$ cat config.mk
export PLATFORM = sky130hd
export DESIGN_NAME = hnf_link_rxreq_wrap
export DESIGN_NICKNAME = d
export VERILOG_FILES = /design/src/rtl/hnf_link_rxreq_wrap_pkg.sv /design/src/rtl/hnf_sync_fifo.sv /design/src/rtl/hnf_link_rxreq_wrap.sv
export SDC_FILE = /design/constraint.sdc
export NUM_CORES = 1
export LEC_CHECK = 0
export CAP_MARGIN = 25
export CORE_MARGIN = 4
export CORE_UTILIZATION = 63
export CTS_CLUSTER_DIAMETER = 200
export DETAILED_ROUTE_END_ITERATION = 10
export DONT_BUFFER_PORTS = 1
export PLACE_DENSITY = 0.8
export SKIP_CTS_REPAIR_TIMING = 1
export SYNTH_ARGS = -nofsm -noshare
export SYNTH_HDL_FRONTEND = slang
export SYNTH_SLANG_ARGS = --single-unit
$ cat constraint.sdc
create_clock -name clk -period 3.65 [get_ports clk]
set_input_delay 1.095 -clock clk [delete_from_list [all_inputs] [get_ports clk]]
set_output_delay 1.095 -clock clk [all_outputs]
set_load 0.05 [all_outputs]
$ cat src/rtl/hnf_link_rxreq_wrap_pkg.sv
// Shared REQ flit layout, link opcodes, credit-FSM encodings and depth default
// for the HN-F RXREQ link receiver.
package hnf_link_rxreq_wrap_pkg;

  // Field layout
  localparam int CHIE_REQ_FLIT_WIDTH        = 128;
  localparam int CHIE_REQ_FLIT_QOS_LSB      = 0;
  localparam int CHIE_REQ_FLIT_QOS_WIDTH    = 4;
  localparam int CHIE_REQ_FLIT_TGTID_LSB    = 4;
  localparam int CHIE_REQ_FLIT_TGTID_WIDTH  = 11;
  localparam int CHIE_REQ_FLIT_SRCID_LSB    = 15;
  localparam int CHIE_REQ_FLIT_SRCID_WIDTH  = 11;
  localparam int CHIE_REQ_FLIT_TXNID_LSB    = 26;
  localparam int CHIE_REQ_FLIT_TXNID_WIDTH  = 12;
  localparam int CHIE_REQ_FLIT_OPCODE_LSB   = 38;
  localparam int CHIE_REQ_FLIT_OPCODE_WIDTH = 7;
  localparam int CHIE_REQ_FLIT_ADDR_LSB     = 45;
  localparam int CHIE_REQ_FLIT_ADDR_WIDTH   = 52;

  // Link-level opcodes and credit FSM encodings
  localparam logic [CHIE_REQ_FLIT_OPCODE_WIDTH-1:0] REQLCRDRETURN = '0;

  typedef enum logic [1:0] {
    ST_IDLE  = 2'b00,
    ST_RUN   = 2'b01,
    ST_DRAIN = 2'b10
  } rxreq_st_e;

  // Depth default
  localparam int RXREQ_BUF_DEPTH_DEF = 4;

  typedef struct packed {
    logic [CHIE_REQ_FLIT_ADDR_WIDTH-1:0]   addr;
    logic [CHIE_REQ_FLIT_OPCODE_WIDTH-1:0] opcode;
    logic [CHIE_REQ_FLIT_TXNID_WIDTH-1:0]  txnid;
    logic [CHIE_REQ_FLIT_SRCID_WIDTH-1:0]  srcid;
    logic [CHIE_REQ_FLIT_QOS_WIDTH-1:0]    qos;
  } req_fields_t;

  function automatic req_fields_t req_decode(input logic [CHIE_REQ_FLIT_WIDTH-1:0] f);
    req_fields_t r;
    r.addr   = f[CHIE_REQ_FLIT_ADDR_LSB   +: CHIE_REQ_FLIT_ADDR_WIDTH];
    r.opcode = f[CHIE_REQ_FLIT_OPCODE_LSB +: CHIE_REQ_FLIT_OPCODE_WIDTH];
    r.txnid  = f[CHIE_REQ_FLIT_TXNID_LSB  +: CHIE_REQ_FLIT_TXNID_WIDTH];
    r.srcid  = f[CHIE_REQ_FLIT_SRCID_LSB  +: CHIE_REQ_FLIT_SRCID_WIDTH];
    r.qos    = f[CHIE_REQ_FLIT_QOS_LSB    +: CHIE_REQ_FLIT_QOS_WIDTH];
    return r;
  endfunction

endpackage

$ cat src/rtl/hnf_sync_fifo.sv
// Synchronous FIFO with first-word-fall-through head data and an occupancy count.
module hnf_sync_fifo #(
  parameter int WIDTH = 8,
  parameter int DEPTH = 4,
  parameter int CNT_W = $clog2(DEPTH + 1)
) (
  input  logic             clk,
  input  logic             rst_n,
  input  logic             wr_en,
  input  logic [WIDTH-1:0] wr_data,
  input  logic             rd_en,
  output logic [WIDTH-1:0] rd_data,
  output logic [CNT_W-1:0] count,
  output logic             full,
  output logic             empty
);
  localparam int PTR_W = (DEPTH > 1) ? $clog2(DEPTH) : 1;

  logic [DEPTH-1:0][WIDTH-1:0] mem;
  logic [PTR_W-1:0]            wr_ptr, rd_ptr;
  logic                        do_wr, do_rd;

  assign full    = (count == CNT_W'(DEPTH));
  assign empty   = (count == '0);
  assign do_wr   = wr_en && !full;
  assign do_rd   = rd_en && !empty;
  assign rd_data = mem[rd_ptr];

  always_ff @(posedge clk or negedge rst_n) begin
    if (!rst_n) begin
      mem    <= '0;
      wr_ptr <= '0;
      rd_ptr <= '0;
      count  <= '0;
    end else begin
      if (do_wr) begin
        mem[wr_ptr] <= wr_data;
        wr_ptr      <= (wr_ptr == PTR_W'(DEPTH - 1)) ? '0 : wr_ptr + PTR_W'(1);
      end
      if (do_rd)
        rd_ptr <= (rd_ptr == PTR_W'(DEPTH - 1)) ? '0 : rd_ptr + PTR_W'(1);
      count <= count + CNT_W'(do_wr) - CNT_W'(do_rd);
    end
  end

endmodule

$ cat src/rtl/hnf_link_rxreq_wrap.sv
// CHI-E RXREQ link receiver: registers incoming flits, absorbs LCrdReturn,
// buffers requests for the consumer and runs L-credit issue / drain.
module hnf_link_rxreq_wrap
  import hnf_link_rxreq_wrap_pkg::*;
#(
  parameter int RXREQ_BUF_DEPTH = RXREQ_BUF_DEPTH_DEF,
  parameter int RXREQ_CNT_WIDTH = 4
) (
  input  logic                                  clk,
  input  logic                                  rst_n,
  input  logic                                  rxreqflitpend,
  input  logic                                  rxreqflitv,
  input  logic [CHIE_REQ_FLIT_WIDTH-1:0]        rxreqflit,
  output logic                                  rxreq_lcrdv,
  input  logic                                  rxreq_link_en,
  output logic                                  rxreq_link_idle,
  output logic                                  rxreq_valid,
  input  logic                                  rxreq_ready,
  output logic [CHIE_REQ_FLIT_WIDTH-1:0]        rxreq_flit,
  output logic [CHIE_REQ_FLIT_OPCODE_WIDTH-1:0] rxreq_opcode,
  output logic [CHIE_REQ_FLIT_TXNID_WIDTH-1:0]  rxreq_txnid,
  output logic [CHIE_REQ_FLIT_SRCID_WIDTH-1:0]  rxreq_srcid,
  output logic [CHIE_REQ_FLIT_ADDR_WIDTH-1:0]   rxreq_addr,
  output logic [CHIE_REQ_FLIT_QOS_WIDTH-1:0]    rxreq_qos,
  output logic                                  rxreq_crd_err
);
  localparam int CW = RXREQ_CNT_WIDTH + 1;

  rxreq_st_e                      st;
  logic                           in_v_q;
  logic [CHIE_REQ_FLIT_WIDTH-1:0] in_flit_q;
  logic [RXREQ_CNT_WIDTH-1:0]     crd_out_q, fifo_count;
  logic                           fifo_full, fifo_empty;
  logic                           is_ret, no_crd, consume, fifo_wr, drop_full, issue_ok;
  logic [CW-1:0]                  crd_sum, crd_nxt;
  req_fields_t                    head_f;
  logic                           unused_pend;

  assign unused_pend = rxreqflitpend;

  always_ff @(posedge clk or negedge rst_n) begin
    if (!rst_n) begin
      in_v_q    <= 1'b0;
      in_flit_q <= '0;
    end else begin
      in_v_q    <= rxreqflitv;
      in_flit_q <= rxreqflit;
    end
  end

  // A flit with no credit outstanding is dropped and consumes nothing.
  assign is_ret    = (in_flit_q[CHIE_REQ_FLIT_OPCODE_LSB +: CHIE_REQ_FLIT_OPCODE_WIDTH] == REQLCRDRETURN);
  assign no_crd    = in_v_q && (crd_out_q == '0);
  assign consume   = in_v_q && !no_crd;
  assign fifo_wr   = consume && !is_ret && !fifo_full;
  assign drop_full = consume && !is_ret && fifo_full;

  // Pops in this cycle are deliberately not counted; the space is credited next cycle.
  assign crd_sum  = CW'(crd_out_q) + CW'(fifo_count) + CW'(in_v_q) + CW'(rxreq_lcrdv);
  assign issue_ok = (st == ST_RUN) && (crd_sum < CW'(RXREQ_BUF_DEPTH));
  assign crd_nxt  = CW'(crd_out_q) + CW'(rxreq_lcrdv) - CW'(consume);

  always_ff @(posedge clk or negedge rst_n) begin
    if (!rst_n) begin
      crd_out_q     <= '0;
      rxreq_crd_err <= 1'b0;
    end else begin
      crd_out_q <= crd_nxt[RXREQ_CNT_WIDTH-1:0];
      if (no_crd || drop_full) rxreq_crd_err <= 1'b1;
    end
  end

  always_ff @(posedge clk or negedge rst_n) begin
    if (!rst_n) begin
      st              <= ST_IDLE;
      rxreq_lcrdv     <= 1'b0;
      rxreq_link_idle <= 1'b1;
    end else begin
      rxreq_lcrdv <= issue_ok;
      case (st)
        ST_IDLE: if (rxreq_link_en) begin
          st              <= ST_RUN;
          rxreq_link_idle <= 1'b0;
        end
        ST_RUN: if (!rxreq_link_en) st <= ST_DRAIN;
        ST_DRAIN: begin
          if (rxreq_link_en) st <= ST_RUN;
          else if (crd_out_q == '0 && !rxreq_lcrdv && !in_v_q) begin
            st              <= ST_IDLE;
            rxreq_link_idle <= 1'b1;
          end
        end
        default: begin
          st              <= ST_IDLE;
          rxreq_link_idle <= 1'b1;
        end
      endcase
    end
  end

  hnf_sync_fifo #(
    .WIDTH (CHIE_REQ_FLIT_WIDTH),
    .DEPTH (RXREQ_BUF_DEPTH),
    .CNT_W (RXREQ_CNT_WIDTH)
  ) u_fifo (
    .clk     (clk),
    .rst_n   (rst_n),
    .wr_en   (fifo_wr),
    .wr_data (in_flit_q),
    .rd_en   (rxreq_ready),
    .rd_data (rxreq_flit),
    .count   (fifo_count),
    .full    (fifo_full),
    .empty   (fifo_empty)
  );

  assign rxreq_valid  = !fifo_empty;
  assign head_f       = req_decode(rxreq_flit);
  assign rxreq_opcode = head_f.opcode;
  assign rxreq_txnid  = head_f.txnid;
  assign rxreq_srcid  = head_f.srcid;
  assign rxreq_addr   = head_f.addr;
  assign rxreq_qos    = head_f.qos;

endmodule

==> impl_results.md, run 1 <==
- Status: finished, violations left
- Violated checks: max-slew violations
- Setup TNS: 0 ns
- Critical path endpoint: rxreq_addr[41]
- Primary FF master, synth: dfrtp_1
- Htree depth: 3
- Root Buffer: clkbuf_16
- Reg2reg start: u_fifo.count[2]
- IO Count: about 350
- Startpoint types: flip-flop
- Vias: approximately 13000
- Worst hold path class: input port to async pin
- CP Data Required Time: between 2 and 3 ns
- Drt drc: 0
- Setup-failing EPs final: 0
- Flop2flop setup slack: approximately 0.72 ns
- CP max-delay cell: mux4_2
- Crit-path max cell delay: 0.88 ns
- Die Width: 216 um
- Via density per instance: 6.06
- Dpl cells: 1989
- Post-layout min period: 3.42 ns
- Share of the synthesized area in the top cell type: 60.4%
- DR iter-0 viols: 703
- Die H: 216 um
- Vias in the first global route: 14200
- Area of the multi-input gates: 0.00934 mm^2
- Total grt overflow: 0
- IO buf count: 0
- Final wirelength: 50.8 mm
- Crit path cell chain: buf_12 > mux4_2
- Starting density of the core: 64.3%
- RSZ-0062 raised after global routing: no
- Global-route usage over all layers: 22.4%
- Fillers: approximately 2600
- Synthesized area per cell: 17.4 um^2
- R2R depth: 10
- Yosys warning total: 0
- DR pass1 iterations: 5
- Syn nets: 1720
- Final #Nets: 1640
- RR Endpoint: u_fifo.count[2]
- Final Cycle Share: 93.7%
- Worst-skew pair later-pin latency: 0.58 ns
- Syn Inst Count: ~1600
- Final Non-Filler Cells: 2110
- Fmax: 292 MHz
- Critical path origin: u_fifo.rd_ptr[0]
- Max Fanout on Critical Path: 48
- Synth area leader: dfrtp_1
- Clk sinks: 658
- Die Area: about 0.047 mm^2
- Post-DP HPWL: ~30 mm
- CTS Buffer Depth: 3
- CTS tree: yes
- Core Rows: 75
- GPL Wtd Cong: 0.743
- Worst Tran Pin Value: ~2.4 ns
- Register area share after synthesis: 60.5%
- Wire per inst: about 24 um
- Worst Setup End Kind: output pin
- Synth cell types: 37
- Area of the mapped netlist: 0.0272 mm^2
- CTS clock-pin slew for the worst setup and hold paths: about 0.06 ns
- Final Hold Viols: 0
- Layout Skew: roughly 0.016 ns
- Pins over their slew limit: 370
- Number of cells on the critical path: 2
- Area grow syn2layout: 7.24%
- FF/Latch Area: 0.0165 mm^2
- Pin count of the biggest net entering global routing: 659
- Family with the most delay on the worst path: multiplexers
- MaxCap Viol Count: 0
- Count leader, synth: dfrtp_1
- Synth area leaders: dfrtp_1 60%, mux2_1 20%, mux4_2 11%
- Initial antenna violation count: 7
- Cts bufs inserted: 67
- #FFs+latches synth: 658
- WS Path Type: flip-flop to output pin
- Asr flop ratio synth: 100%
- Post-DRT Antenna Nets: 0
- First-pass GRT wire length: 82.1 mm
- Core area: 0.0423 mm^2
- Slew headroom: -59.2%
- Share of cells above drive strength 1: 19.6%
- Synth cell count leaders: 657 x dfrtp_1, 480 x mux2_1, 128 x mux4_2
- Number of synthesized flops with an enable pin: 0
- Crit path DAT: 2.33 ns
- CP Buf/Inv Count: 1
[worst register-to-register path, delay by kind of cell (launching register included)]
family        cells  cell delay [ns]
flops             1             0.40
xor+xnor          1             0.18
simple gates      2             0.96
fa+ha+maj         4             1.06
buf+inv           3             0.22
[cells by family (layout without fill, tap and decap cells)]
kind of cell	after synthesis	in the layout	share of synthesized area, %
compound gates	16	16	0.432
xor+xnor	4	4	0.129
fa+ha+maj	25	25	1.23
buf+inv	189	158	5.27
flops	658	658	60.5
mux	644	644	31.9
other cells	0	3	0
simple gates	25	25	0.483
[worst min path at each step]
stage	start	end	cells past startpoint
final	rst_n	in_flit_q[102]	0
after global routing	rst_n	in_flit_q[102]	0
after CTS	rst_n	in_flit_q[102]	0
after detailed placement	u_fifo.mem[366]	u_fifo.mem[366]	1
after global placement	u_fifo.mem[342]	u_fifo.mem[342]	1
after floorplan	u_fifo.mem[263]	u_fifo.mem[263]	1
[layout make-up]
cell class / instances / share of cell area, %
sequential: 658 / 56.5
clock inverter: 16 / 0.566
antenna: 3 / 0.0257
timing repair buffer: 22 / 1.12
clock buffer: 102 / 7.11
inverter: 18 / 0.232
multi-input combinational: 714 / 32.0
tap: 577 / 2.47
[layout by cell type (no fill, tap or decap), types with 4 or more instances in the layout]
cell | Yosys | routed
clkinvlp_4 | 0 | 4
clkinv_2 | 0 | 9
buf_12 | 0 | 13
nand2_1 | 5 | 5
a21oi_1 | 4 | 4
mux2_1 | 480 | 480
clkbuf_8 | 0 | 14
ha_1 | 22 | 22
inv_1 | 18 | 18
mux4_2 | 128 | 128
buf_4 | 94 | 9
clkbuf_16 | 0 | 73
clkbuf_1 | 13 | 15
mux2_2 | 36 | 36
dfrtp_1 | 657 | 655
nor2_4 | 0 | 4
[per-stage QoR]
stage / instance area (um^2) / hold slack (ns) / utilization [%] / setup slack, ns
global route: 29200 / 0.167 / 68.9 / 0.120
detailed placement: 26900 / 0.469 / 63.6 / 0.693
finish: 29200 / 0.212 / 69.0 / 0.229
CTS: 29200 / 0.182 / 68.9 / 0.161
global placement: 26900 / 0.461 / 63.6 / 0.725
floorplan: 27200 / 0.452 / - / 0.379
[state kept, by name, summed over array words and instances (netlist names), 2 cells and up]
signal	flops
crd_out_q	4
u_fifo.mem	512
in_flit_q	128
u_fifo.rd_ptr	2
u_fifo.count	4
u_fifo.wr_ptr	2
st	2
[routing by layer]
metal | track usage [%] | vias to the layer above | share of wire (%) | wire (um)
li1 | - | 5437 | - | -
met1 | 30.4 | 6964 | 42 | 21500
met2 | 36.8 | 295 | 50 | 25300
met3 | 6.48 | 78 | 6.0 | 3070
met4 | 5.28 | 8 | 1.9 | 954
met5 | 0 | - | 0.092 | 47
Power of run 1 is left out: the tool's default activity adds up to more than one toggle a clock period on the data nets, which glitch-free logic cannot reach.
==> run 2, diff against run 1 <==
--- a/config.mk
+++ b/config.mk
@@ -12,7 +12,9 @@
 export DETAILED_ROUTE_END_ITERATION = 10
 export DONT_BUFFER_PORTS = 1
 export PLACE_DENSITY = 0.8
+export REMOVE_ABC_BUFFERS = 1
 export SKIP_CTS_REPAIR_TIMING = 1
 export SYNTH_ARGS = -nofsm -noshare
 export SYNTH_HDL_FRONTEND = slang
+export SYNTH_HIERARCHICAL = 1
 export SYNTH_SLANG_ARGS = --single-unit
==> constraint.sdc (replaced) <==
create_clock -name clk -period 3.71 [get_ports clk]
set_input_delay 1.113 -clock clk [delete_from_list [all_inputs] [get_ports clk]]
set_output_delay 1.113 -clock clk [all_outputs]
set_load 0.05 [all_outputs]
==> run 2 against run 1 <==
- sequential share of layout area barely moved
- count of clock-buffer cells in the layout down 6
- cell area is essentially flat
- die area up 0.24%
- the flow still finishes with violations (max-slew violations)
- final cell count about the same
- non-clock buffer count unchanged
==> impl_results.md, run 2 <==
- Primary FF master, synth: dfrtp_1
- Synth Area in Simple Gates: less than 1%
- Worst hold path class: input port to async pin
- Final Non-Filler Cells: 2111
- Die Width: 216 um
- Count leader, synth: dfrtp_1
- Proportion of synthesized area in mux cells: 31.9%
- Vias: 12800
- Worst Setup End Kind: output pin
- Clk sinks: between 600 and 700
- Number of synthesized flops with an enable pin: 0
- Final Cycle Share: 95.9%
- IO Count: 352
- Via density per instance: 6.05
- IO buf count: 0
- Commonest non-fill, non-tap cell in the layout: dfrtp_1
- Wire per inst: between 20 and 25 um
- #FFs+latches synth: ~660
- Area of the mapped netlist: 0.0273 mm^2
- WS Path Type: flip-flop to output pin
- CP max-delay cell: mux4_2
- Fillers: 2690
- First-pass GRT wire length: 82.2 mm
- Share of cells above drive strength 1: between 50% and 60%
- R2R depth: 13
- Max Fanout on Critical Path: 15
- Status: finished, violations left
- Pin count of the biggest net entering global routing: 659
- Htree depth: 3
- Syn Inst Count: 1563
- RSZ-0062 raised after global routing: no
- Die Area: 0.0467 mm^2
- Root Buffer: clkbuf_16
- Yosys warning total: 6
- RR Endpoint: u_fifo/count[1]
- Layout Skew: 0.0246 ns
- DR pass1 iterations: 6
- Initial antenna violation count: 17
- GPL Wtd Cong: 0.745
- Synth cell types: 38
- Fmax: 281 MHz
- Synth Area in Adders: approximately 1.2%
- Dpl cells: 1991
- Starting density of the core: 64.3%
- Final #Nets: 1641
- Startpoint types: flip-flop
- Final Hold Viols: 0
- Pre-CTS WS: between 0.7 and 0.8 ns
- Slew headroom: -21.6%
- Violated checks: max-slew violations
- Total grt overflow: 0
- Pins over their slew limit: 263
- Core Rows: 75
- Largest Register: u_fifo/mem
- Main combinational cell family by area after synthesis: multiplexers
- CTS tree: yes
- Final worst slack: 0.152 ns
- CP Data Required Time: ~2.6 ns
- Crit-path max cell delay: 0.83 ns
- Most frequent cells in the layout: 655 x dfrtp_1, 516 x mux2_2, 128 x mux4_2
- Synth area leader: dfrtp_1
- Synth area leaders: dfrtp_1 60%, mux2_2 21%, mux4_2 11%
- Post-layout min period: approximately 3.6 ns
- Regs by FF count: u_fifo/mem x512, in_flit_q x128
- MaxCap Viol Count: 0
- Global-route usage over all layers: 22.5%
- Synthesized area per cell: 17.5 um^2
- Synth Area in Compound Gates: 0.422%
- Setup-failing EPs final: 0
- Core area: 0.0424 mm^2
- Die H: 216 um
- Post-DRT Antenna Nets: 0
- Asr flop ratio synth: 100%
- Flop2flop setup slack: about 0.84 ns
- Cts bufs inserted: 66
- CTS Buffer Depth: 3
- Final wirelength: 50.8 mm
- CTS clock-pin slew for the worst setup and hold paths: around 0.06 ns
- Largest register FFs: between 500 and 600
- Vias in the first global route: approximately 14000
- Post-synthesis xor/xnor area fraction: 0.128%
- Synth cell count leaders: 657 x dfrtp_1, 516 x mux2_2, 128 x mux4_2
- DR iter-0 viols: approximately 760
- Post-DP HPWL: 29.9 mm
- Share of the synthesized area in the top cell type: 60.3%
- Drt drc: 0
- Worst-skew pair later-pin latency: 0.59 ns
- Crit path DAT: 2.45 ns
- Register area share after synthesis: around three fifths
- Area grow syn2layout: 6.93%
- Reg2reg start: crd_out_q[2]
- Worst Tran Pin Value: 1.82 ns
- Crit path cell chain: buf_4 > mux4_2
run 2: metrics by stage:
stage / util (%) / instance area (um^2) / TNS, ns / hold WS (ns)
5_1_grt: 68.7 / 29200 / 0 / 0.195
3_5_place_dp: 63.6 / 27000 / 0 / 0.491
3_3_place_gp: 63.6 / 27000 / 0 / 0.482
2_1_floorplan: - / 25900 / -2674.72 / 0.466
6_report: 68.8 / 29200 / 0 / 0.236
4_1_cts: 68.7 / 29200 / 0 / 0.213
run 2: cells by family (layout without fill, tap and decap cells):
family | after synthesis | in the layout
other | 0 | 6
DFF | 658 | 658
xor gates and xnor gates | 4 | 4
and+or+nand+nor | 25 | 25
adders and majority gates | 25 | 25
AOI/OAI and AO/OA | 15 | 15
muxes | 644 | 644
buffers and inverters | 192 | 157
run 2: per-layer routing:
layer	vias to the layer above	routed length, um	track usage, %
met5	-	120	0
met4	20	1280	6.87
met3	101	3240	7.52
met2	283	25100	36.4
met1	6924	21100	29.4
li1	5448	-	-
run 2: how the worst max path moves through the flow:
| stage | slack (ns) | startpoint | to | depth (start not counted) |
|---|---|---|---|---|
| 2_1_floorplan | -3.79 | crd_out_q[2] | u_fifo/mem[0] | 8 |
| 3_3_place_gp | 0.69 | u_fifo/rd_ptr[0] | rxreq_srcid[0] | 2 |
| 3_5_place_dp | 0.71 | u_fifo/rd_ptr[0] | rxreq_flit[93] | 2 |
| 4_1_cts | 0.07 | u_fifo/rd_ptr[0] | rxreq_flit[94] | 2 |
| 5_1_grt | 0.01 | u_fifo/rd_ptr[0] | rxreq_addr[49] | 2 |
| 6_report | 0.15 | u_fifo/rd_ptr[0] | rxreq_srcid[3] | 2 |
run 2: layout make-up:
class,count,area [um^2],area share [%]
tap,577,722,2.47
clock buffer,96,1940,6.64
inverter,21,78.8,0.270
timing repair buffer,22,340,1.17
multi-input combinational,713,9370,32.1
clock inverter,18,239,0.819
sequential,658,16500,56.5
antenna,6,15.0,0.0515
run 2: critical path: cells and delay by family, from the launching register on:
| family | cells | cell delay, ns |
|---|---|---|
| mux | 1 | 0.83 |
| flops | 1 | 0.65 |
| buf+inv | 1 | 0.36 |
Power of run 2 is left out for the same reason.
